File: config.mk
export PLATFORM = sky130hd
export DESIGN_NAME = asrm_periph_arbiter_flat
export DESIGN_NICKNAME = d
export VERILOG_FILES = /design/src/rtl/asrm_bus_pkg.sv /design/src/rtl/asrm_periph_arbiter_if.sv /design/src/rtl/asrm_rr_picker.sv /design/src/rtl/asrm_periph_arbiter.sv /design/src/flat_wrapper.sv
export SDC_FILE = /design/constraint.sdc
export NUM_CORES = 1
export LEC_CHECK = 0
export CAP_MARGIN = 20
export CORE_ASPECT_RATIO = 0.8
export CORE_MARGIN = 2
export CORE_UTILIZATION = 43
export CTS_CLUSTER_DIAMETER = 30
export DETAILED_ROUTE_END_ITERATION = 12
export PLACE_DENSITY = 0.89
export SLEW_MARGIN = 40
export SYNTH_ARGS = -nofsm -noshare
export SYNTH_HDL_FRONTEND = slang
export SYNTH_HIERARCHICAL = 1
export SYNTH_SLANG_ARGS = --single-unit
File: constraint.sdc
create_clock -name clk -period 3.4 [get_ports clk]
set_input_delay 0.68 -clock clk [delete_from_list [all_inputs] [get_ports clk]]
set_output_delay 0.68 -clock clk [all_outputs]
set_load 0.005 [all_outputs]
File: src/rtl/asrm_bus_pkg.sv
// Shared definitions for the peripheral bus arbiter: FSM state encoding,
// default widths and the pointer-width helper.
package asrm_bus_pkg;

    typedef enum logic [1:0] {
        ST_IDLE     = 2'd0,
        ST_ACCESS   = 2'd1,
        ST_COMPLETE = 2'd2
    } state_t;

    localparam int DEF_N_MASTERS = 2;
    localparam int DEF_ADDR_SIZE = 16;
    localparam int DEF_WORD_SIZE = 8;

    // Width of a master index; never below one bit so a 1-master build still elaborates.
    function automatic int ptr_width(input int n);
        return (n > 1) ? $clog2(n) : 1;
    endfunction

endpackage

File: src/rtl/asrm_periph_arbiter_if.sv
// Bundle of the per-master request signals and the shared peripheral register bus.
// The master modport is the arbiter's view (it masters the peripheral bus); slave is everyone else.
interface asrm_periph_arbiter_if
    import asrm_bus_pkg::*;
#(
    parameter int n_masters = DEF_N_MASTERS,
    parameter int addr_size = DEF_ADDR_SIZE,
    parameter int word_size = DEF_WORD_SIZE
);

    logic [n_masters-1:0]           m_req;
    logic [n_masters-1:0]           m_lock;
    logic [n_masters-1:0]           m_write;
    logic [n_masters*addr_size-1:0] m_addr;
    logic [n_masters*word_size-1:0] m_wdata;
    logic [n_masters-1:0]           m_ack;
    logic [word_size-1:0]           m_rdata;
    logic [n_masters-1:0]           m_grant;

    logic                           p_enable;
    logic                           p_write_en;
    logic [addr_size-1:0]           p_addr;
    logic [word_size-1:0]           p_data_in;
    logic [word_size-1:0]           p_data_out;

    modport master (
        input  m_req, m_lock, m_write, m_addr, m_wdata, p_data_out,
        output m_ack, m_rdata, m_grant, p_enable, p_write_en, p_addr, p_data_in
    );

    modport slave (
        output m_req, m_lock, m_write, m_addr, m_wdata, p_data_out,
        input  m_ack, m_rdata, m_grant, p_enable, p_write_en, p_addr, p_data_in
    );

endinterface

File: src/rtl/asrm_rr_picker.sv
// Combinational round-robin select: first requester at or after rr_ptr, wrapping to 0.
module asrm_rr_picker #(
    parameter int n_masters = 2,
    parameter int ptr_w     = 1
) (
    input  logic [n_masters-1:0] req,
    input  logic [ptr_w-1:0]     rr_ptr,
    output logic [n_masters-1:0] grant_onehot,
    output logic [ptr_w-1:0]     grant_idx,
    output logic                 valid
);

    // First pass looks at indices >= rr_ptr, the second pass supplies the wrap-around.
    always_comb begin
        grant_onehot = '0;
        grant_idx    = '0;
        valid        = 1'b0;
        for (int i = 0; i < n_masters; i++) begin
            if (!valid && req[i] && (ptr_w'(i) >= rr_ptr)) begin
                valid           = 1'b1;
                grant_idx       = ptr_w'(i);
                grant_onehot[i] = 1'b1;
            end
        end
        for (int i = 0; i < n_masters; i++) begin
            if (!valid && req[i]) begin
                valid           = 1'b1;
                grant_idx       = ptr_w'(i);
                grant_onehot[i] = 1'b1;
            end
        end
    end

endmodule

File: src/rtl/asrm_periph_arbiter.sv
// Round-robin arbiter sharing one registered-read peripheral bus between several masters.
// Each access runs IDLE -> ACCESS -> COMPLETE; a locked owner may chain straight back into ACCESS.
module asrm_periph_arbiter
    import asrm_bus_pkg::*;
#(
    parameter int n_masters = DEF_N_MASTERS,
    parameter int addr_size = DEF_ADDR_SIZE,
    parameter int word_size = DEF_WORD_SIZE
) (
    input logic                   clk,
    input logic                   reset,
    asrm_periph_arbiter_if.master bus
);

    localparam int ptr_w = ptr_width(n_masters);

    state_t               state;
    state_t               next_state;

    logic [n_masters-1:0] grant_q;
    logic [ptr_w-1:0]     owner_q;
    logic [ptr_w-1:0]     rr_ptr;
    logic [addr_size-1:0] addr_q;
    logic [word_size-1:0] wdata_q;
    logic                 write_q;

    logic [n_masters-1:0] pick_onehot;
    logic [ptr_w-1:0]     pick_idx;
    logic                 pick_valid;

    logic [ptr_w-1:0]     sel_idx;
    logic [addr_size-1:0] sel_addr;
    logic [word_size-1:0] sel_wdata;
    logic                 sel_write;
    logic                 keep_grant;
    logic [ptr_w-1:0]     next_ptr;

    asrm_rr_picker #(
        .n_masters (n_masters),
        .ptr_w     (ptr_w)
    ) u_picker (
        .req          (bus.m_req),
        .rr_ptr       (rr_ptr),
        .grant_onehot (pick_onehot),
        .grant_idx    (pick_idx),
        .valid        (pick_valid)
    );

    // In IDLE the latch source is the newly picked master; in COMPLETE it is the locked owner.
    always_comb begin
        sel_idx    = (state == ST_IDLE) ? pick_idx : owner_q;
        sel_addr   = '0;
        sel_wdata  = '0;
        sel_write  = 1'b0;
        for (int i = 0; i < n_masters; i++) begin
            if (sel_idx == ptr_w'(i)) begin
                sel_addr  = bus.m_addr[i*addr_size +: addr_size];
                sel_wdata = bus.m_wdata[i*word_size +: word_size];
                sel_write = bus.m_write[i];
            end
        end
        keep_grant = bus.m_lock[owner_q] && bus.m_req[owner_q];
        next_ptr   = (owner_q == ptr_w'(n_masters - 1)) ? '0 : owner_q + ptr_w'(1);
    end

    always_ff @(posedge clk or negedge reset) begin
        if (!reset) begin
            state <= ST_IDLE;
        end else begin
            state <= next_state;
        end
    end

    always_comb begin
        next_state = state;
        case (state)
            ST_IDLE:     if (pick_valid) next_state = ST_ACCESS;
            ST_ACCESS:   next_state = ST_COMPLETE;
            ST_COMPLETE: next_state = keep_grant ? ST_ACCESS : ST_IDLE;
            default:     next_state = ST_IDLE;
        endcase
    end

    // Grant, owner, pointer and the latched request; the pointer only moves when the grant is released.
    always_ff @(posedge clk or negedge reset) begin
        if (!reset) begin
            grant_q <= '0;
            owner_q <= '0;
            rr_ptr  <= '0;
            addr_q  <= '0;
            wdata_q <= '0;
            write_q <= 1'b0;
        end else begin
            case (state)
                ST_IDLE: begin
                    if (pick_valid) begin
                        grant_q <= pick_onehot;
                        owner_q <= pick_idx;
                        addr_q  <= sel_addr;
                        wdata_q <= sel_wdata;
                        write_q <= sel_write;
                    end
                end
                ST_COMPLETE: begin
                    if (keep_grant) begin
                        addr_q  <= sel_addr;
                        wdata_q <= sel_wdata;
                        write_q <= sel_write;
                    end else begin
                        grant_q <= '0;
                        rr_ptr  <= next_ptr;
                    end
                end
                default: ;
            endcase
        end
    end

    // Peripherals register their read data, so it is passed through only in the COMPLETE cycle.
    always_comb begin
        bus.m_ack      = '0;
        bus.m_rdata    = '0;
        bus.m_grant    = grant_q;
        bus.p_enable   = 1'b0;
        bus.p_write_en = 1'b0;
        bus.p_addr     = '0;
        bus.p_data_in  = '0;
        case (state)
            ST_ACCESS: begin
                bus.p_enable   = 1'b1;
                bus.p_write_en = write_q;
                bus.p_addr     = addr_q;
                bus.p_data_in  = wdata_q;
            end
            ST_COMPLETE: begin
                bus.m_ack   = grant_q;
                bus.m_rdata = write_q ? '0 : bus.p_data_out;
            end
            default: bus.m_grant = '0;
        endcase
    end

endmodule

File: src/flat_wrapper.sv
// flat-port wrapper written by rule: the top's interface ports become plain ports
module asrm_periph_arbiter_flat import asrm_bus_pkg::*;
#(
    parameter int n_masters = DEF_N_MASTERS,
    parameter int addr_size = DEF_ADDR_SIZE,
    parameter int word_size = DEF_WORD_SIZE
)
  (clk, reset, bus_m_req, bus_m_lock, bus_m_write, bus_m_addr, bus_m_wdata, bus_p_data_out, bus_m_ack, bus_m_rdata, bus_m_grant, bus_p_enable, bus_p_write_en, bus_p_addr, bus_p_data_in);
  asrm_periph_arbiter_if #(.n_masters(n_masters), .addr_size(addr_size), .word_size(word_size)) bus_i ();
  input logic clk;
  input logic reset;
  input wire logic [$bits(bus_i.m_req)-1:0] bus_m_req;
  input wire logic [$bits(bus_i.m_lock)-1:0] bus_m_lock;
  input wire logic [$bits(bus_i.m_write)-1:0] bus_m_write;
  input wire logic [$bits(bus_i.m_addr)-1:0] bus_m_addr;
  input wire logic [$bits(bus_i.m_wdata)-1:0] bus_m_wdata;
  input wire logic [$bits(bus_i.p_data_out)-1:0] bus_p_data_out;
  output wire logic [$bits(bus_i.m_ack)-1:0] bus_m_ack;
  output wire logic [$bits(bus_i.m_rdata)-1:0] bus_m_rdata;
  output wire logic [$bits(bus_i.m_grant)-1:0] bus_m_grant;
  output wire logic [$bits(bus_i.p_enable)-1:0] bus_p_enable;
  output wire logic [$bits(bus_i.p_write_en)-1:0] bus_p_write_en;
  output wire logic [$bits(bus_i.p_addr)-1:0] bus_p_addr;
  output wire logic [$bits(bus_i.p_data_in)-1:0] bus_p_data_in;
  assign bus_i.m_req = bus_m_req;
  assign bus_i.m_lock = bus_m_lock;
  assign bus_i.m_write = bus_m_write;
  assign bus_i.m_addr = bus_m_addr;
  assign bus_i.m_wdata = bus_m_wdata;
  assign bus_i.p_data_out = bus_p_data_out;
  assign bus_m_ack = bus_i.m_ack;
  assign bus_m_rdata = bus_i.m_rdata;
  assign bus_m_grant = bus_i.m_grant;
  assign bus_p_enable = bus_i.p_enable;
  assign bus_p_write_en = bus_i.p_write_en;
  assign bus_p_addr = bus_i.p_addr;
  assign bus_p_data_in = bus_i.p_data_in;
  asrm_periph_arbiter #(.n_masters(n_masters), .addr_size(addr_size), .word_size(word_size)) u_core (.clk(clk), .reset(reset), .bus(bus_i));
endmodule
==> results of run 1 <==
## power groups by stage
stage / Clock (mW) / Combinational (mW) / Sequential (mW)
2_1_floorplan: 0 / 0.947 / 0.639
3_3_place_gp: 0 / 1.37 / 0.662
3_5_place_dp: 0 / 1.40 / 0.676
4_1_cts: 0.321 / 1.41 / 0.673
5_1_grt: 0.338 / 1.51 / 0.699
6_report: 0.312 / 1.39 / 0.672
## cells in the mapped netlist, drive strengths merged, types with 2 or more instances
cell type	count
nand2	5
o21ai	3
ha	4
o211ai	2
clkbuf	3
mux2	52
or2	2
inv	6
nor2b	4
buf	5
and2	38
mux2i	2
dfrtp	31
and3b	3
a21boi	5
## metal layers
metal,GRT usage,vias to the layer above
met5,0,-
met4,0.0381,0
met3,0.0752,4
met2,0.311,62
met1,0.232,768
li1,-,793
## worst min-delay path by stage
stage / slack [ns] / to / cells past startpoint / start
3_5_place_dp: 0.49 / u_core/wdata_q[5] / 1 / u_core/wdata_q[5]
4_1_cts: 0.50 / u_core/wdata_q[5] / 1 / u_core/wdata_q[5]
3_3_place_gp: 0.48 / u_core/addr_q[11] / 1 / u_core/addr_q[11]
2_1_floorplan: 0.38 / u_core/addr_q[0] / 0 / reset
5_1_grt: 0.52 / u_core/wdata_q[2] / 1 / u_core/wdata_q[2]
6_report: 0.50 / u_core/addr_q[8] / 1 / u_core/addr_q[8]
## cells by family after synthesis
family / Yosys count
AO/OA/AOI/OAI: 13
flip-flops: 31
adder cells (fa/ha/maj): 4
AND/OR/NAND/NOR: 54
buffers and inverters: 14
multiplexers: 54
## stage by stage
step | std cells | area, sq um | setup slack (ns) | total power, mW
6_report | 336 | 3150 | 0.559 | 2.37
3_5_place_dp | 328 | 3050 | 0.696 | 2.08
2_1_floorplan | 170 | 1990 | 1.44 | 1.59
3_3_place_gp | 328 | 3050 | 0.768 | 2.03
4_1_cts | 336 | 3150 | 0.536 | 2.41
5_1_grt | 336 | 3150 | 0.401 | 2.55
## final cells by class
type                       count  area [sq um]  area share
sequential                    31           776       0.246
inverter                       6          22.5     0.00715
tap                           60          75.1      0.0238
multi-input combinational    125          1130       0.358
timing repair buffer         106          1050       0.333
clock buffer                   8           100      0.0318
## worst max-delay path, delay by kind of cell (launching register included)
family                   cells  cell delay, ns
adder cells (fa/ha/maj)      1            0.33
AND/OR/NAND/NOR              2            0.55
flip-flops                   1            0.42
buffers and inverters        2            0.60
## flip-flops by register name, indices dropped and copies added, names as in the netlist
signal,count
u_core/addr_q,16
u_core/wdata_q,8
u_core/grant_q,2
u_core/state,2
u_core/owner_q,1
u_core/rr_ptr,1
u_core/write_q,1
==> impl_metrics.xml, run 1 <==
<?xml version="1.0" encoding="UTF-8"?>
<metrics>
  <group name="sta">
    <metric name="fin_crit_sh" unit="">0.835</metric>
    <metric name="slew_violations" unit="">0</metric>
    <metric name="clock.fmax" unit="GHz">0.352</metric>
    <metric name="unrepaired_setup_endpoints_after_global_routing" unit="">no</metric>
    <metric name="maxSlewHeadroom" unit="">0.689</metric>
    <metric name="setup_violations" unit="">0</metric>
    <metric name="final.hold.worst_slack" unit="ns">0.501</metric>
    <metric name="fin_crit" unit="ns">2.84</metric>
    <metric name="timing.final.hold_violations" unit="">0</metric>
    <metric name="clock-skew-final" unit="ns">0.00479</metric>
    <metric name="worstMarginPinSlew" unit="ns">0.462</metric>
    <metric name="totalNegativeSetupSlack" unit="ns">0</metric>
  </group>
  <group name="synth">
    <metric name="synth_area_leaders" unit="">sky130_fd_sc_hd__dfrtp_1 (39%), sky130_fd_sc_hd__mux2_2 (26%), sky130_fd_sc_hd__and2_1 (12%)</metric>
    <metric name="area_share_of_xor_xnor_cells_in_the_synthesized_design" unit="">0</metric>
    <metric name="synth_top_family_by_area" unit="">multiplexers</metric>
    <metric name="synth_flop_cell" unit="">sky130_fd_sc_hd__dfrtp_1</metric>
    <metric name="synthesized_instance_count" unit="">170</metric>
    <metric name="synth_top_area_share" unit="">0.389</metric>
    <metric name="synthAdderAreaFrac" unit="">0.0251</metric>
    <metric name="ys.warnings.count" unit="">6</metric>
    <metric name="synth-simple-area-share" unit="">0.168</metric>
    <metric name="yosys.area.top_type" unit="">sky130_fd_sc_hd__dfrtp_1</metric>
    <metric name="synth-seq-cells" unit="">31</metric>
    <metric name="synth_async_sr_flop_share" unit="">1.00</metric>
    <metric name="synth_edf_count" unit="">0</metric>
    <metric name="postSynthAreaPerCell" unit="sq um">11.7</metric>
    <metric name="synthMuxAreaShare" unit="">0.316</metric>
    <metric name="ys_types" unit="">29</metric>
    <metric name="synth_sequential_area_ratio" unit="">0.389</metric>
    <metric name="netlist_area" unit="sq um">1990</metric>
    <metric name="mappedNetlistNets" unit="">238</metric>
    <metric name="synth_compound_area_frac" unit="">0.0559</metric>
  </group>
  <group name="clock_network">
    <metric name="clk_pin_slew_worst_paths" unit="ns">0.06</metric>
    <metric name="cts-buffers-inserted" unit="">5</metric>
    <metric name="cts_setup_buffers" unit="">0</metric>
    <metric name="cts_resized" unit="">0</metric>
    <metric name="cts.root.buffer_cell" unit="">sky130_fd_sc_hd__clkbuf_8</metric>
    <metric name="cts_max_path_buffers" unit="">2</metric>
    <metric name="h_tree_levels" unit="">2</metric>
    <metric name="tritoncts" unit="">done</metric>
    <metric name="tritoncts_num_sinks" unit="">31</metric>
    <metric name="latest_clock_arrival_within_the_worst_skew_pair" unit="ns">0.28</metric>
    <metric name="postCtsHoldBufs" unit="">0</metric>
  </group>
  <group name="outcome">
    <metric name="status" unit="">finished, final reports clean</metric>
  </group>
  <group name="drt">
    <metric name="route.antenna.remaining_nets" unit="">0</metric>
    <metric name="wirelength_met1" unit="mm">1.90</metric>
    <metric name="routed_wire_length_per_instance" unit="um">13.4</metric>
    <metric name="num_vias" unit="">1627</metric>
    <metric name="drcViolationCount" unit="">0</metric>
    <metric name="top_signal_layer_used" unit="">met4</metric>
    <metric name="met3WireLength" unit="um">400</metric>
    <metric name="drt_iter0_markers" unit="">66</metric>
    <metric name="met2RoutedLength" unit="mm">2.19</metric>
    <metric name="drt-total-wl" unit="mm">4.51</metric>
    <metric name="routed_via_density" unit="">4.84</metric>
    <metric name="drt_pre_antenna_iters" unit="">4</metric>
  </group>
  <group name="floorplan">
    <metric name="chipWidth" unit="um">80.1</metric>
    <metric name="placeableCoreArea" unit="sq um">4510</metric>
    <metric name="rows" unit="">22</metric>
    <metric name="die_height" unit="um">64.9</metric>
    <metric name="floorplan.die_area" unit="sq um">5200</metric>
    <metric name="initial_utilization" unit="">0.442</metric>
    <metric name="num_io_pins" unit="">102</metric>
  </group>
  <group name="power_and_ir_drop">
    <metric name="switching_share" unit="">0.313</metric>
    <metric name="internal_power_of_the_cells" unit="mW">1.63</metric>
    <metric name="p_leak" unit="nW">1.29</metric>
    <metric name="worst_case_vdd_ir_drop" unit="uV">381</metric>
    <metric name="power_density" unit="nW/um^2">754</metric>
    <metric name="power.clock.fraction" unit="">0.131</metric>
    <metric name="p_comb_frac" unit="">0.585</metric>
    <metric name="switchingPower" unit="mW">0.743</metric>
    <metric name="seqPwrFrac" unit="">0.283</metric>
  </group>
  <group name="placed_design">
    <metric name="port-buffer-count" unit="">101</metric>
    <metric name="place.detailed.hpwl" unit="mm">3.48</metric>
    <metric name="globalplace.congestion" unit="">0.797</metric>
  </group>
  <group name="finish">
    <metric name="fraction_of_final_layout_cells_with_drive_strength_greater_than_1" unit="">0.246</metric>
    <metric name="top_library_cells_by_usage_in_the_layout_fill_and_taps_aside" unit="">sky130_fd_sc_hd__clkdlybuf4s50_1 (101), sky130_fd_sc_hd__mux2_2 (46), sky130_fd_sc_hd__and2_1 (37)</metric>
    <metric name="diodes" unit="">0</metric>
    <metric name="layout-area-overhead-vs-synth" unit="%">57.9</metric>
    <metric name="final_common_cell" unit="">sky130_fd_sc_hd__clkdlybuf4s50_1</metric>
    <metric name="layout.core_utilization" unit="">0.697</metric>
    <metric name="fillerInstances" unit="">332</metric>
    <metric name="nets" unit="">343</metric>
  </group>
  <group name="global_route">
    <metric name="grt_start_max_net_pins" unit="">32</metric>
    <metric name="vias_in_the_first_global_route" unit="">1585</metric>
    <metric name="global_route_wire_length_before_repair" unit="mm">7.44</metric>
    <metric name="grt_overflow" unit="">0</metric>
    <metric name="grt_antenna_before_repair" unit="">0</metric>
    <metric name="grt.total_usage" unit="">0.188</metric>
  </group>
  <group name="setup_path">
    <metric name="critPathSlowestCell" unit="">sky130_fd_sc_hd__clkdlybuf4s50_1</metric>
    <metric name="critical_path.startpoint_type" unit="">flop</metric>
    <metric name="worst-r2r-setup-slack" unit="ns">1.19</metric>
    <metric name="setup.worst_path.class" unit="">reg -&gt; out</metric>
    <metric name="timing.critical_path.cells" unit="">inv_1 &gt; ha_1 &gt; nor2b_1 &gt; and2_1 &gt; clkdlybuf4s50_1</metric>
    <metric name="worstReg2RegStart" unit="">u_core/state[0]</metric>
    <metric name="rr_worst_depth" unit="">6</metric>
    <metric name="cp-startpoint" unit="">u_core/state[0]</metric>
    <metric name="data_required_critical_path" unit="ns">2.72</metric>
    <metric name="crit_arrival" unit="ns">2.16</metric>
    <metric name="element_type_at_the_critical_path_end" unit="">output port</metric>
    <metric name="critical_path_peak_fanout" unit="">11</metric>
    <metric name="cp-endpoint" unit="">bus_m_rdata[5]</metric>
    <metric name="critPathMaxStageDelay" unit="ns">0.50</metric>
    <metric name="r2r-end" unit="">u_core/addr_q[4]</metric>
  </group>
  <group name="worst_hold_path">
    <metric name="hold_path_class" unit="">reg -&gt; reg</metric>
  </group>
  <group name="flow_run">
    <metric name="max_cap_viol_count" unit="">0</metric>
  </group>
</metrics>
No activity file was read; power rests on OpenSTA's default activity.
==> inputs of run 2 (changes only) <==
--- a/config.mk
+++ b/config.mk
@@ -8,10 +8,10 @@
 export CAP_MARGIN = 20
 export CORE_ASPECT_RATIO = 0.8
 export CORE_MARGIN = 2
-export CORE_UTILIZATION = 43
+export CORE_UTILIZATION = 36
 export CTS_CLUSTER_DIAMETER = 30
 export DETAILED_ROUTE_END_ITERATION = 12
-export PLACE_DENSITY = 0.89
+export PLACE_DENSITY = 0.8
 export SLEW_MARGIN = 40
 export SYNTH_ARGS = -nofsm -noshare
 export SYNTH_HDL_FRONTEND = slang
==> constraint.sdc (replaced) <==
create_clock -name clk -period 2.3 [get_ports clk]
set_input_delay 0.46 -clock clk [delete_from_list [all_inputs] [get_ports clk]]
set_output_delay 0.46 -clock clk [all_outputs]
set_load 0.005 [all_outputs]
==> run 2 against run 1 <==
Effect of this change: wire length is 14% higher; global-route usage decreased by 1.8 points; highest routed layer unchanged; critical path type unchanged; worst hold slack lost 0.0013 ns; die area rose by 18%; critical path depth did not move; non-clock buffer count increased by 12; core utilization down 7.5 points; combinational power rose by 65%.
==> impl_metrics.xml, run 2 (synthesized netlist as in run 1, its figures left out) <==
<?xml version="1.0" encoding="UTF-8"?>
<metrics>
  <group name="setup_path">
    <metric name="rr_worst_depth" unit="">6</metric>
    <metric name="data_required_critical_path" unit="ns">1.84</metric>
    <metric name="crit_arrival" unit="ns">1.76</metric>
    <metric name="worst-r2r-setup-slack" unit="ns">0.18</metric>
    <metric name="critical_path_peak_fanout" unit="">13</metric>
    <metric name="setup.worst_path.class" unit="">reg -&gt; out</metric>
    <metric name="critical_path.startpoint_type" unit="">flop</metric>
    <metric name="worstReg2RegStart" unit="">u_core/state[1]</metric>
    <metric name="r2r-end" unit="">u_core/addr_q[12]</metric>
    <metric name="element_type_at_the_critical_path_end" unit="">output port</metric>
  </group>
  <group name="worst_hold_path">
    <metric name="worstHoldPathCells" unit="">1</metric>
    <metric name="hold_path_class" unit="">reg -&gt; reg</metric>
    <metric name="hold_path_startpoint" unit="">u_core/addr_q[2]</metric>
    <metric name="hold_end" unit="">u_core/addr_q[2]</metric>
  </group>
  <group name="clock_network">
    <metric name="clk_pin_slew_worst_paths" unit="ns">0.07</metric>
    <metric name="tritoncts" unit="">done</metric>
    <metric name="latest_clock_arrival_within_the_worst_skew_pair" unit="ns">0.28</metric>
    <metric name="cts_max_path_buffers" unit="">2</metric>
    <metric name="cts-buffers-inserted" unit="">5</metric>
    <metric name="postCtsHoldBufs" unit="">0</metric>
    <metric name="h_tree_levels" unit="">2</metric>
    <metric name="cts.root.buffer_cell" unit="">sky130_fd_sc_hd__clkbuf_8</metric>
    <metric name="tritoncts_num_sinks" unit="">31</metric>
  </group>
  <group name="sta">
    <metric name="unrepaired_setup_endpoints_after_global_routing" unit="">no</metric>
    <metric name="final.hold.worst_slack" unit="ns">0.499</metric>
    <metric name="timing.final.hold_violations" unit="">0</metric>
    <metric name="clock.fmax" unit="GHz">0.450</metric>
    <metric name="setup_violations" unit="">0</metric>
    <metric name="maxSlewHeadroom" unit="">0.667</metric>
    <metric name="fin_crit" unit="ns">2.22</metric>
    <metric name="slew_violations" unit="">0</metric>
    <metric name="worstMarginPinSlew" unit="ns">0.495</metric>
    <metric name="clock-skew-final" unit="ns">0.00559</metric>
    <metric name="fin_crit_sh" unit="">0.967</metric>
  </group>
  <group name="floorplan">
    <metric name="num_io_pins" unit="">102</metric>
    <metric name="initial_utilization" unit="">0.369</metric>
    <metric name="placeableCoreArea" unit="sq um">5410</metric>
    <metric name="die_height" unit="um">70.6</metric>
    <metric name="chipWidth" unit="um">87.2</metric>
    <metric name="floorplan.die_area" unit="sq um">6150</metric>
    <metric name="rows" unit="">24</metric>
  </group>
  <group name="power_and_ir_drop">
    <metric name="internal_power_of_the_cells" unit="mW">2.59</metric>
    <metric name="worst_case_vdd_ir_drop" unit="uV">601</metric>
    <metric name="total_power" unit="mW">3.76</metric>
    <metric name="power_density" unit="nW/um^2">1120</metric>
    <metric name="seqPwrFrac" unit="">0.263</metric>
    <metric name="switchingPower" unit="mW">1.17</metric>
    <metric name="power.clock.fraction" unit="">0.127</metric>
    <metric name="switching_share" unit="">0.312</metric>
    <metric name="p_comb_frac" unit="">0.610</metric>
    <metric name="p_leak" unit="nW">1.67</metric>
  </group>
  <group name="outcome">
    <metric name="status" unit="">finished, final reports clean</metric>
  </group>
  <group name="drt">
    <metric name="drt-total-wl" unit="mm">5.12</metric>
    <metric name="drt_iter0_markers" unit="">56</metric>
    <metric name="num_vias" unit="">1695</metric>
    <metric name="routed_wire_length_per_instance" unit="um">14.5</metric>
    <metric name="drt_pre_antenna_iters" unit="">3</metric>
    <metric name="drcViolationCount" unit="">0</metric>
    <metric name="route.antenna.remaining_nets" unit="">0</metric>
    <metric name="routed_via_density" unit="">4.80</metric>
  </group>
  <group name="placed_design">
    <metric name="place.detailed.hpwl" unit="mm">3.70</metric>
    <metric name="globalplace.congestion" unit="">0.705</metric>
    <metric name="area_after_detailed_placement" unit="sq um">3130</metric>
    <metric name="port-buffer-count" unit="">101</metric>
  </group>
  <group name="finish">
    <metric name="fraction_of_final_layout_cells_with_drive_strength_greater_than_1" unit="">0.292</metric>
    <metric name="diodes" unit="">0</metric>
    <metric name="final_instance_area" unit="sq um">3360</metric>
    <metric name="top_library_cells_by_usage_in_the_layout_fill_and_taps_aside" unit="">sky130_fd_sc_hd__clkdlybuf4s50_1 (82), sky130_fd_sc_hd__mux2_2 (46), sky130_fd_sc_hd__and2_1 (37)</metric>
    <metric name="final_common_cell" unit="">sky130_fd_sc_hd__clkdlybuf4s50_1</metric>
    <metric name="flip_flop_count_of_the_largest_register_after_layout" unit="">16</metric>
    <metric name="regMostFlops" unit="">u_core/addr_q</metric>
    <metric name="layout-area-overhead-vs-synth" unit="%">68.7</metric>
    <metric name="nets" unit="">355</metric>
    <metric name="largestRegisters" unit="">u_core/addr_q x16, u_core/wdata_q x8</metric>
    <metric name="fillerInstances" unit="">455</metric>
  </group>
  <group name="flow_run">
    <metric name="max_cap_viol_count" unit="">0</metric>
  </group>
  <group name="global_route">
    <metric name="grt_overflow" unit="">0</metric>
    <metric name="grt.total_usage" unit="">0.170</metric>
    <metric name="global_route_wire_length_before_repair" unit="mm">8.14</metric>
    <metric name="vias_in_the_first_global_route" unit="">1772</metric>
    <metric name="grt_start_max_net_pins" unit="">32</metric>
    <metric name="grt_antenna_before_repair" unit="">0</metric>
  </group>
</metrics>
run 2: changes by cell type in the layout (fill, tap and decap cells not counted), sizes merged:
cell	delta
clkdlybuf4s50	-19
clkbuf	+1
buf	+11
dlygate4sd2	+1
dlymetal6s2s	+18
run 2: through the flow:
stage / utilization / cells / setup TNS, ns / worst slack (ns)
2_1_floorplan: - / 170 / 0 / 0.361
3_3_place_gp: 0.579 / 338 / -0.0143 / -0.0110
3_5_place_dp: 0.579 / 338 / -0.478 / -0.0468
4_1_cts: 0.600 / 348 / 0 / 0.000291
5_1_grt: 0.622 / 353 / 0 / 0.00637
6_report: 0.622 / 353 / 0 / 0.0754
run 2: how the worst max path moves through the flow:
| stage | startpoint | slack (ns) | cells after the start | end |
|---|---|---|---|---|
| after CTS | u_core/state[0] | 0.0003 | 6 | bus_m_rdata[7] |
| after floorplan | u_core/state[0] | 0.36 | 7 | u_core/addr_q[14] |
| after detailed placement | bus_m_req[1] | -0.05 | 6 | u_core/wdata_q[4] |
| after global placement | bus_m_req[1] | -0.01 | 6 | u_core/wdata_q[4] |
| after global routing | u_core/state[1] | 0.006 | 5 | bus_p_addr[14] |
| final | u_core/state[1] | 0.08 | 5 | bus_p_addr[14] |
run 2: final cells by class:
cell class | count | area, sq um | share of cell area
Clock buffer | 8 | 100 | 0.0298
Inverter | 6 | 22.5 | 0.00670
Timing Repair Buffer | 118 | 1240 | 0.369
Tap cell | 65 | 81.3 | 0.0242
Multi-Input combinational cell | 125 | 1140 | 0.339
Sequential cell | 31 | 776 | 0.231
run 2: critical path: stages (launching register included):
cell                              delay, ns
sky130_fd_sc_hd__dfrtp_1               0.43
sky130_fd_sc_hd__inv_2                 0.10
sky130_fd_sc_hd__ha_4                  0.17
sky130_fd_sc_hd__clkbuf_16             0.16
sky130_fd_sc_hd__and2_1                0.13
sky130_fd_sc_hd__clkdlybuf4s50_1       0.49
run 2: repair_timing:
item,4_1_cts,5_1_grt
cloned,0,1
setup buffers,2,4
gates resized for setup,3,22
pin swaps,0,1
setup endpoints to repair,8,32
run 2: metal layers:
metal  wire, um  track usage  vias to the layer above  part of all wire
li1           -            -                      822                 -
met1       2080        0.190                      799              0.41
met2       2550        0.300                       67              0.50
met3        441       0.0747                        7             0.086
met4         57       0.0376                        0             0.011
met5          0            0                        -                 0
run 2: power by group through the flow:
| stage | sequential (mW) | combinational [mW] | clock [mW] |
|---|---|---|---|
| after floorplan | 0.944 | 1.40 | 0 |
| after global placement | 0.979 | 2.17 | 0 |
| after global routing | 1.03 | 2.49 | 0.515 |
| final | 0.990 | 2.30 | 0.476 |
| after detailed placement | 0.997 | 2.21 | 0 |
| after CTS | 0.987 | 2.25 | 0.490 |
==> inputs of run 3 (changes only) <==
--- a/config.mk
+++ b/config.mk
@@ -5,6 +5,7 @@
 export SDC_FILE = /design/constraint.sdc
 export NUM_CORES = 1
 export LEC_CHECK = 0
+export ABC_CLOCK_PERIOD_IN_PS = 2300
 export CAP_MARGIN = 20
 export CORE_ASPECT_RATIO = 0.8
 export CORE_MARGIN = 2
==> results of run 3 <==
Final layout, timing and power as in run 2 (identical DEF).
==> edit 1: new RTL, config.mk and constraints of run 2 <==
Set the package constant `DEF_WORD_SIZE` to 4 (it was 8).
--- a/src/rtl/asrm_bus_pkg.sv
+++ b/src/rtl/asrm_bus_pkg.sv
@@ -10,7 +10,7 @@
 
     localparam int DEF_N_MASTERS = 2;
     localparam int DEF_ADDR_SIZE = 16;
-    localparam int DEF_WORD_SIZE = 8;
+    localparam int DEF_WORD_SIZE = 4;
 
     // Width of a master index; never below one bit so a 1-master build still elaborates.
     function automatic int ptr_width(input int n);
Ports: changed (resized bus_m_rdata, bus_m_wdata, bus_p_data_in and bus_p_data_out); port bits go from 102 to 82. No check against the original RTL was run, so the function may have changed too.
==> edit 1 against run 2 <==
  * Clock skew is 0.0017 ns higher
  * Sequential cell count decreased by 4
  * Non-clock buffer count decreased by 27
  * Synthesized area down 6.0%
  * Via count down 19%
  * Sequential share of layout area rose by 0.41 points
  * Final area shrank 14%
  * Global-route usage is 2.5 points lower
  * Utilization fell by 4.8 points
  * Routed wire length decreased by 17%
  * Setup slack improved by 0.017 ns
  * Die area down 5.7%
  * Total power is 11% lower
  * Critical endpoint unchanged
==> edit 1: results (changes against run 2) <==
Status
  – Status: finished clean

Setup path
  – Reg2Reg Launch Point: u_core/state[0]$_DFFE_PN0P_
  – Critical-path maximum fanout: 11 (-2)

Finish
  – Biggest regs: u_core/addr_q (16), u_core/wdata_q (4)
  – Post-route cell area: 2877 µm² (-14%)
  – Final #Nets: 294 (-17%)
  – Fillers: 451 (-0.88%)
  – Multi-input gate area: 1137 µm² (-0.33%)
  – Clock-cell share: 1.609% (-1.4 points)
  – Fraction of area in registers: 23.49% (+0.41 points)
  – Clock buf count: 3 (-5)
  – #MultiIn Comb: 109 (-13%)
  – Share of cells above drive strength 1: 27.43% (-1.7 points)

Timing
  – Fmax: 453.0 MHz (+0.77%)
  – Relative slew slack: 69.24% (+2.5 points)
  – Clk_skew: 0.007255 ns (+0.001669 ns)

Synth
  – Register area share after synthesis: 36.05% (-2.9 points)
  – Gate Count Post-Synth: 150 (-12%)
  – Predominant post-synthesis flop cell: dfrtp_1
  – Commonest cells in the synthesized netlist: mux2_4 (40), and2_1 (30), dfrtp_1 (27), inv_1 (6), nand2_1 (5)
  – Post-synth cell types: 26 (-10%)
  – Synth top area cells: dfrtp_1 (36%), mux2_4 (32%), and2_1 (10%)
  – Net count after synthesis: 206 (-13%)

GRT
  – Total global-route track usage: 14.51% (-2.5 points)
  – Met2 GRT Util: 25.98% (-4.0 points)
  – Largest net degree at the start of global routing: 28 (-13%)
  – First-pass GRT wire length: 6651 µm (-18%)
  – M3 GR Usage: 4.643% (-2.8 points)
  – Met1 Use GR: 18.18% (-0.78 points)

Drt
  – Vias: 1379 (-19%)
  – WL final: 4262 µm (-17%)
  – Metal2 WL: 2060 µm (-19%)
  – Iter 0 DRT Violations: 42 (-25%)
  – Top Metal Used: met3
  – Met1 WL: 1868 µm (-10%)
  – WL met3: 332 µm (-25%)

Min path
  – Worst hold start: u_core/wdata_q[0]$_DFFE_PN0P_

CTS
  – Clock slew at reported path FFs: 0.09 ns (+0.02 ns)
  – Sinks on Clock Net: 27 (-13%)
  – H-tree depth: 1 (-1)

Placement
  – DP Wirelength: 3101 µm (-16%)
  – Post-place setup slack: -0.01654 ns (+0.03028 ns)
  – Placer Congestion: 0.7442 (+5.5%)

Power and ir drop
  – Comb pwr: 0.00223 W (-3%)
  – Int Pwr: 0.002286 W (-12%)
  – Leakage: 1.296 nW (-23%)
  – Switching Fraction: 32.06% (+0.86 points)
  – Max rail drop VDD: 493.5 µV (-18%)

Die
  – Total core area: 5007 µm² (-7.4%)
[edit 1: changes by cell type after synthesis, moves of 3 or more]
| cell | change |
|---|---|
| dfrtp_1 | -4 |
| mux2_2 | -42 |
| mux2_1 | -3 |
| and2_1 | -7 |
| mux2_4 | +37 |
[edit 1: worst paths after layout]
kind,end,depth (start not counted)
max,bus_p_addr[14],5
min,u_core/wdata_q[0]$_DFFE_PN0P_,1
max reg2reg,u_core/addr_q[14]$_DFFE_PN0P_,6
min reg2reg,u_core/wdata_q[0]$_DFFE_PN0P_,1
max in group asynchronous,u_core/addr_q[8]$_DFFE_PN0P_,2
min in group asynchronous,u_core/addr_q[3]$_DFFE_PN0P_,2
[edit 1: cell families after synthesis]
group | synth area share (%)
mux | 35.71
simple gates | 14.95
flops | 36.05
buf+inv | 4.673
compound gates | 5.941
fa+ha+maj | 2.670
[edit 1: repair_timing]
item,in CTS,in global routing
setup buffers,2,1
setup endpoints to repair,8,12
pin swaps,0,0
gates resized for setup,4,5
gates cloned,0,1
==> edit 2: new RTL, flow settings as in run 2 <==
Made on the original files. Re-encode `state_t` (3 states) as one-hot, 3 bits wide.
--- a/src/rtl/asrm_bus_pkg.sv
+++ b/src/rtl/asrm_bus_pkg.sv
@@ -2,10 +2,10 @@
 // default widths and the pointer-width helper.
 package asrm_bus_pkg;
 
-    typedef enum logic [1:0] {
-        ST_IDLE     = 2'd0,
-        ST_ACCESS   = 2'd1,
-        ST_COMPLETE = 2'd2
+    typedef enum logic [2:0] {
+        ST_IDLE     = 3'b001,
+        ST_ACCESS   = 3'b010,
+        ST_COMPLETE = 3'b100
     } state_t;
 
     localparam int DEF_N_MASTERS = 2;
Function: same outputs for any inputs over 10 cycles, from zero or initial values and one cycle with reset low; not proved beyond that.
==> edit 2 against run 2 <==
  * Total power fell by 5.9%
  * Sequential cell count rose by 1
  * Maximum frequency fell by 3.3%
  * Non-clock buffer count fell by 3
  * Critical path depth fell by 1
  * Synthesized area rose by 17%
  * Setup slack got worse by 0.075 ns
  * Sequential power rose by 4%
  * Routed wire length rose by 18%
  * Final area rose by 9.2%
  * First-iteration DRC count did not move
  * Critical endpoint is now bus_p_data_in[0]
  * Largest cell class is now multi-input combinational cells
==> edit 2: results (changes against run 2) <==
Finish
  – Repair and plain buffers: 115 (-2.5%)
  – Seq cells: 32 (+3.2%)
  – Data buffer area share: 33.36% (-3.6 points)
  – Fillers: 568 (+25%)
  – Clock-cell share: 2.215% (-0.76 points)
  – Share of cells above drive strength 1: 9.064% (-20 points)
  – Fraction of area in registers: 21.87% (-1.2 points)
  – Multi-input gate area: 1450 µm² (+27%)
  – Inverters: 2 (-4)
  – #MultiIn Comb: 185 (+48%)
  – Final #Nets: 405 (+14%)
  – Clock buf count: 7 (-1)
  – Biggest regs: u_core/addr_q (16), u_core/wdata_q (8), u_core/state (3)
  – Antenna fix cells: 0 (unchanged)

Drt
  – Vias: 2126 (+25%)
  – Vias per std cell: 4.991 (+3.9%)
  – Iter 0 DRT Violations: 56 (unchanged)
  – DRT Pass-1 Iters: 4 (+1)
  – Drt wl/cell: 14.24 µm (-1.9%)

GRT
  – First-pass GRT wire length: 9625 µm (+18%)
  – Total global-route track usage: 17.36% (+0.36 points)
  – Largest net degree at the start of global routing: 33 (+3.1%)
  – Vias in the first global route: 2032 (+15%)

Setup path
  – Crit path largest cell delay: 0.51 ns (+0.02 ns)
  – Reg2Reg Launch Point: u_core/state[0]$_DFFE_PN1P_
  – Critical-path maximum fanout: 11 (-2)
  – Cells on worst reg2reg path: 5 (-1)
  – Reg2reg setup slack: 0.59 ns (+0.41 ns)
  – WP data arrival: 1.84 ns (+0.08 ns)

CTS
  – Setup Fix Bufs, Post-CTS: 0 (-2)
  – Root buffer cell: clkbuf_8
  – Max Root-Sink Buffers: 2 (unchanged)
  – H-tree depth: 2 (unchanged)
  – Post_cts resized: 2 (-1)
  – Clock slew at reported path FFs: 0.06 ns
  – TritonCTS Buffers: 5 (unchanged)

Power and ir drop
  – Leakage: 1.874 nW (+12%)
  – Max rail drop VDD: 392.5 µV (-35%)

Synth
  – Register area share after synthesis: 34.52% (-4.4 points)
  – Net count after synthesis: 304 (+28%)
  – Mux cell area share after synthesis: 23.37% (-8.2 points)
  – Synth top area cells: dfrtp_1 (33%), mux2_1 (13%), mux2i_1 (11%)
  – Post-Synth Adder-Cell Area: 0% (-2.5 points)
  – Post-synthesis compound-gate area fraction: 18.52% (+13 points)
  – Commonest cells in the synthesized netlist: and2_1 (36), dfrtp_1 (31), a21oi_1 (27), mux2_1 (26)
  – Avg Inst Size Synth: 9.681 µm² (-17%)
  – YS warnings: 6 (unchanged)

Placement
  – DP Wirelength: 4638 µm (+25%)
  – Inst Count DP: 416 (+23%)
  – Placer Congestion: 0.8194 (+16%)

Timing
  – Clk_skew: 0.005029 ns (-0.0005576 ns)
  – Relative slew slack: 52.45% (-14 points)

Status
  – Status: finished clean

Min path
  – Hold Crit Class: primary input to asynchronous set/reset pin
[edit 2: cell types whose count changed after synthesis, sizes merged, moves of 4 or more]
cell    delta
inv        -4
clkbuf    +10
mux2      -26
a21oi     +28
nor3b      +4
nor2b     +21
mux2i     +23
a211oi    +25
nand2      -4
ha         -4
[edit 2: worst max-delay path by stage]
stage | start | to | slack, ns
floorplan | bus_m_req[1] | u_core/addr_q[0]$_DFFE_PN0P_ | 0.36
global placement | bus_m_req[0] | u_core/addr_q[14]$_DFFE_PN0P_ | 0.06
detailed placement | bus_m_req[0] | u_core/write_q$_DFFE_PN0P_ | -0.01
CTS | u_core/state[2]$_DFFE_PN0P_ | bus_p_addr[6] | -0.01
global route | u_core/state[1]$_DFFE_PN0P_ | bus_p_data_in[0] | -0.11
finish | u_core/state[1]$_DFFE_PN0P_ | bus_p_data_in[0] | 0.0002
[edit 2: per-stage QoR]
stage          total power, W  setup TNS (ns)  setup WS [ns]  hold WS [ns]  instance area, µm²
4_1_cts              0.003569        -0.03045       -0.01463        0.2588                3571
3_5_place_dp         0.003138        -0.03066       -0.01052        0.4725                3483
5_1_grt              0.003862         -0.5159        -0.1071        0.2815                3672
6_report             0.003543               0      0.0001503        0.2325                3672
3_3_place_gp         0.003043               0        0.06155        0.4653                3483
2_1_floorplan        0.002349               0         0.3625        0.1644                2323
[edit 2: metal layers]
layer / track usage [%] / share of wire, % / vias to the layer above
met5: 0 / 0 / -
met4: 3.865 / 0.66 / 0
li1: - / - / 1061
met3: 5.143 / 6.1 / 6
met2: 29.60 / 48 / 56
met1: 22.17 / 45 / 1003
[edit 2: power breakdown]
part           internal, W  switching [W]
logic              0.00111       0.000990
clock network     0.000212       0.000195
registers         0.000867       0.000164
total              0.00219        0.00135
